[config.mk]
export PLATFORM = sky130hd
export DESIGN_NAME = lap_log_ctrl
export DESIGN_NICKNAME = d
export VERILOG_FILES = /design/src/rtl/chrono_pkg.sv /design/src/rtl/lap_log_ctrl.sv
export SDC_FILE = /design/constraint.sdc
export NUM_CORES = 1
export LEC_CHECK = 0
export ABC_AREA = 1
export BUFFER_PORTS_ARGS = -buffer_cell sky130_fd_sc_hd__buf_2
export CAP_MARGIN = 20
export CORE_ASPECT_RATIO = 0.75
export CORE_MARGIN = 3
export CORE_UTILIZATION = 39
export CTS_CLUSTER_SIZE = 14
export DETAILED_ROUTE_END_ITERATION = 10
export PLACE_DENSITY_LB_ADDON = 0.12
export SYNTH_ARGS = -nofsm -noshare
export SYNTH_HDL_FRONTEND = slang
export SYNTH_SLANG_ARGS = --single-unit
[constraint.sdc]
create_clock -name clk -period 2.4 [get_ports clk]
set_input_delay 0.24 -clock clk [delete_from_list [all_inputs] [get_ports clk]]
set_output_delay 0.24 -clock clk [all_outputs]
set_load 0.005 [all_outputs]
[src/rtl/chrono_pkg.sv]
// Shared chronometer definitions: lap-log read FSM states and default widths.
package chrono_pkg;

    typedef enum logic [1:0] {
        IDLE  = 2'd0,
        FETCH = 2'd1,
        HOLD  = 2'd2
    } rd_state_e;

    localparam int LAP_WIDTH     = 16;
    localparam int LOG_ADDR_BITS = 9;

endpackage

[src/rtl/lap_log_ctrl.sv]
// Lap-log ring buffer controller: writes laps to an external SDP RAM, drops the
// oldest entry when full, and streams entries out oldest-first.
module lap_log_ctrl
    import chrono_pkg::*;
#(
    parameter int RAM_WIDTH     = LAP_WIDTH,
    parameter int RAM_ADDR_BITS = LOG_ADDR_BITS
) (
    input  logic                     clk,
    input  logic                     rst_n,
    input  logic                     lap_valid,
    input  logic [RAM_WIDTH-1:0]     lap_time,
    input  logic                     clear,
    output logic                     out_valid,
    input  logic                     out_ready,
    output logic [RAM_WIDTH-1:0]     out_data,
    output logic [RAM_ADDR_BITS:0]   count,
    output logic                     overflow,
    output logic                     ram_wr_en,
    output logic [RAM_ADDR_BITS-1:0] ram_wr_addr,
    output logic [RAM_WIDTH-1:0]     ram_wr_data,
    output logic [RAM_ADDR_BITS-1:0] ram_rd_addr,
    input  logic [RAM_WIDTH-1:0]     ram_rd_data
);

    localparam logic [RAM_ADDR_BITS:0]   FULL_CNT = {1'b1, {RAM_ADDR_BITS{1'b0}}};
    localparam logic [RAM_ADDR_BITS-1:0] PTR_ONE  = {{(RAM_ADDR_BITS-1){1'b0}}, 1'b1};
    localparam logic [RAM_ADDR_BITS:0]   CNT_ONE  = {{RAM_ADDR_BITS{1'b0}}, 1'b1};

    rd_state_e                state_q, state_d;
    logic [RAM_ADDR_BITS-1:0] wr_ptr_q, wr_ptr_d;
    logic [RAM_ADDR_BITS-1:0] rd_ptr_q, rd_ptr_d;
    logic [RAM_ADDR_BITS:0]   count_q, count_d;
    logic                     overflow_q, overflow_d;
    logic                     out_valid_q, out_valid_d;
    logic [RAM_WIDTH-1:0]     out_data_q, out_data_d;

    logic wr, full, fetch, drop;

    assign wr    = lap_valid & ~clear;
    assign full  = (count_q == FULL_CNT);
    assign fetch = (state_q == IDLE) && (count_q != '0) && !clear;
    // A fetch in the same cycle frees the slot, so only drop when nothing leaves.
    assign drop  = wr && full && !fetch;

    assign ram_wr_en   = wr;
    assign ram_wr_addr = wr_ptr_q;
    assign ram_wr_data = lap_time;
    assign ram_rd_addr = rd_ptr_q;

    assign out_valid = out_valid_q;
    assign out_data  = out_data_q;
    assign count     = count_q;
    assign overflow  = overflow_q;

    always_comb begin
        state_d     = state_q;
        wr_ptr_d    = wr_ptr_q;
        rd_ptr_d    = rd_ptr_q;
        count_d     = count_q;
        overflow_d  = overflow_q;
        out_valid_d = out_valid_q;
        out_data_d  = out_data_q;

        if (clear) begin
            state_d     = IDLE;
            wr_ptr_d    = '0;
            rd_ptr_d    = '0;
            count_d     = '0;
            overflow_d  = 1'b0;
            out_valid_d = 1'b0;
        end else begin
            if (wr) begin
                wr_ptr_d = wr_ptr_q + PTR_ONE;
            end
            if (fetch || drop) begin
                rd_ptr_d = rd_ptr_q + PTR_ONE;
            end
            if (wr && !fetch && !full) begin
                count_d = count_q + CNT_ONE;
            end else if (fetch && !wr) begin
                count_d = count_q - CNT_ONE;
            end
            if (drop) begin
                overflow_d = 1'b1;
            end

            case (state_q)
                IDLE: begin
                    if (fetch) begin
                        state_d = FETCH;
                    end
                end
                FETCH: begin
                    out_data_d  = ram_rd_data;
                    out_valid_d = 1'b1;
                    state_d     = HOLD;
                end
                HOLD: begin
                    if (out_valid_q && out_ready) begin
                        out_valid_d = 1'b0;
                        state_d     = IDLE;
                    end
                end
                default: begin
                    state_d = IDLE;
                end
            endcase
        end
    end

    always_ff @(posedge clk or negedge rst_n) begin
        if (!rst_n) begin
            state_q     <= IDLE;
            wr_ptr_q    <= '0;
            rd_ptr_q    <= '0;
            count_q     <= '0;
            overflow_q  <= 1'b0;
            out_valid_q <= 1'b0;
            out_data_q  <= '0;
        end else begin
            state_q     <= state_d;
            wr_ptr_q    <= wr_ptr_d;
            rd_ptr_q    <= rd_ptr_d;
            count_q     <= count_d;
            overflow_q  <= overflow_d;
            out_valid_q <= out_valid_d;
            out_data_q  <= out_data_d;
        end
    end

endmodule

==> results.md <==
- Power Dens Cells: between 1000 and 1500 mW/mm2
- Ys Warns: 0
- DRC: 0
- Worst Setup Start Kind: register
- Antenna Cells: 0
- #FFs+latches synth: 48
- Post-DP Area: ~0.0032 mm2
- P_leak: around 1.7 nW
- Min-Delay Endpoint: out_data[12]$_DFFE_PN0P_
- Setup violators final: 0
- Hold Path Origin: ram_rd_data[12]
- WL/cell: 13.4 um
- Peak supply drop: 0.419 mV
- CP max-delay cell: dfrtp_2
- Final Cycle Share: 95.7%
- First-pass DRT Iterations: 4
- Worst R2R End: count[9]$_DFFE_PN0P_
- Post-route cell area: 0.00354 mm2
- Crit-path cells: nor2_4 -> nand2_4 -> nor2_8 -> nand2_4 -> nand2_8 -> nand2_4 -> ha_4 -> nand2_1 -> nand2_1 -> a21oi_2 -> o21ai_0 -> nor2_1 -> nand3_1 -> nand3_1 -> nand2_1
- F_max: 0.436 GHz
- R2R cell count: 15
- Sequential fraction of the synthesis area: 42.6%
- Die Span X: 104 um
- GP Congestion: 0.893
- Vias: 2,237
- CTS Root Cell: clkbuf_8
- Starting Density: 40.9%
- Status: finished, final reports clean
- Die area: 0.00830 mm2
- Initial antenna violation count: 0
- Post-synth top area cell: dfrtp_1
- Mapped Cells: 298
- CP max stage delay: 0.47 ns
- Clock Sinks: 48
- I/O pins: 100
- Critical path data required time: about 2.6 ns
- GRT Total Usage: 14.7%
- Hold crit path type: in2reg
- Vias in the first global route: approximately 2,000
- DP Wirelength: about 4.6 mm
- Die Y: 79.6 um
- Distinct cells, synth: 41
- Largest net degree at the start of global routing: 29
- Syn-to-layout area delta: 25.4%
- Final hold vios: 0
- Core area: 0.00690 mm2
- Critical Path Fanout Max: 5
- Slew Limit Fails: 0
- R2R setup slack: 0.10 ns
- CTS H-tree lvls: 2
- Share of layout cells above drive strength 1: 40.9%
- DR iter-0 viols: 75
- WHS Path Cells: 2
- Avg Vias per Cell: 4.74
- NumNets Final: 421
- Longest Clk Path Bufs: 2
- Max_cap viols: 0
- Min cycle time layout: 2.30 ns
- Port Buffers: 67
- Register Area: between 0.001 and 0.0015 mm2
- Final WL: 6.30 mm
- Clock skew: 0.0108 ns
- Worst-skew pair later-pin latency: 0.30 ns
- Measured slew at the worst slew-check pin: between 0.6 and 0.7 ns
- Kind of critical path: reg2reg
- Critical Path End Type: register
- Avg Inst Size Synth: 9.46 um2
- Synthesized area: approximately 0.0028 mm2
- Setup_tns: 0 ns
- Antenna-violating nets left: 0
- Area of the multi-input gates: approximately 0.0015 mm2
- Row count: 26
- Syn nets: 346
- CTS buffer count: 5
- Clock transition at the registers of the reported paths: about 0.10 ns
- Top cells by area, synth: dfrtp_1 (43%), nand2_1 (7.5%), buf_4 (4.5%)
- Worst r2r src: count[6]$_DFFE_PN0P_
- Top-area cell type share of the netlist area: 42.6%
- CTS tree: yes
- Worst Path Arrival: 2.48 ns
- First-pass GRT wire length: 9.85 mm
- Worst slew margin: 56.6%
- Grt total ovfl: 0
- Fill count: 660
[critical path: cells and delay by family, from the launching register on]
family / cells / cell delay, ns
fa+ha+maj: 1 / 0.26
compound gates: 2 / 0.31
simple gates: 12 / 1.13
flops: 1 / 0.47
[kinds of logic (layout without fill, tap and decap cells)]
group	after synthesis	after routing	share of synthesized area (%)
AOI/OAI and AO/OA	48	48	11.2
xor gates and xnor gates	12	12	3.73
adders and majority gates	11	11	5.15
and+or+nand+nor	111	112	20.8
DFF	48	48	42.6
muxes	16	16	6.39
buffers and inverters	52	127	10.1
[state kept, by name, summed over array words and instances (netlist names)]
register and flops:
state_q 2, overflow 1, count 10, out_data 16, ram_rd_addr 9, out_valid 1, ram_wr_addr 9
[synthesized netlist by cell type, drive strengths merged]
master   n
o21ai   22
nor3     3
fa       1
o211ai   1
or2      1
nand3   20
a22o     1
mux2    16
xor2     7
inv     32
nor2    20
dfrtp   48
a31oi    2
a21oi   15
o21bai   2
nand2   62
buf     20
nand4    5
xnor2    5
o31ai    5
ha      10
[per-stage QoR]
step	utilization (%)	instances	total power, mW	hold slack, ns	worst slack, ns
3_3_place_gp	46.7	456	3.24	0.324	0.0570
3_5_place_dp	46.7	456	3.26	0.312	-0.0194
4_1_cts	48.3	465	3.80	0.140	0.0196
6_report	51.3	472	4.16	0.149	0.104
2_1_floorplan	-	298	2.66	-0.0556	0.103
5_1_grt	51.3	472	4.53	0.134	-0.0256
[per-layer routing]
| layer | vias to the layer above | global-route usage [%] | routed length [um] |
|---|---|---|---|
| met2 | 62 | 22.6 | 2800 |
| met5 | - | 0 | 0 |
| met1 | 1043 | 21.0 | 3150 |
| met4 | 0 | 3.59 | 34 |
| li1 | 1128 | - | - |
| met3 | 4 | 3.40 | 313 |
[area by class of cell]
class	instances	area share (%)
timing repair buffer	87	13.8
inverter	32	3.61
clock inverter	2	0.425
multi-input combinational	199	42.3
clock buffer	6	2.34
sequential	48	34.0
tap	98	3.47
[cell usage in the layout (no fill, tap or decap), types with 5 or more instances in the layout]
cell type / count
nand3_1: 16
o21ai_0: 12
xor2_1: 7
inv_1: 26
xnor2_1: 5
o21ai_1: 9
dfrtp_1: 46
mux2_1: 8
clkbuf_8: 6
buf_4: 19
a21oi_1: 9
a21oi_2: 5
nor2_1: 13
nand2_1: 53
ha_4: 6
buf_2: 67
nand4_1: 5
mux2_2: 8
[how the worst max path moves through the flow]
| stage | startpoint | end | slack [ns] | depth (start not counted) |
|---|---|---|---|---|
| floorplan | count[1]$_DFFE_PN0P_ | count[9]$_DFFE_PN0P_ | 0.10 | 16 |
| global placement | count[6]$_DFFE_PN0P_ | count[9]$_DFFE_PN0P_ | 0.06 | 16 |
| detailed placement | count[6]$_DFFE_PN0P_ | count[9]$_DFFE_PN0P_ | -0.02 | 16 |
| CTS | count[6]$_DFFE_PN0P_ | count[6]$_DFFE_PN0P_ | 0.02 | 13 |
| global route | count[6]$_DFFE_PN0P_ | count[9]$_DFFE_PN0P_ | -0.03 | 15 |
| finish | count[6]$_DFFE_PN0P_ | count[9]$_DFFE_PN0P_ | 0.10 | 15 |
[repair_timing]
item / in CTS / in global routing
resized for setup: 2 / 27
endpoints found under the hold margin: 26 / 0
gates cloned: 0 / 1
endpoints found under the setup margin: 2 / 5
hold buffers: 1 / 0
buffers inserted: 0 / 7
pin swaps: 0 / 12
[power by group]
| group | switching [mW] | internal (mW) | total, mW |
|---|---|---|---|
| registers | 0.180 | 1.06 | 1.24 |
| clock network | 0.284 | 0.234 | 0.518 |
| logic | 1.32 | 1.08 | 2.40 |
Power figures use the tool's default switching activity.
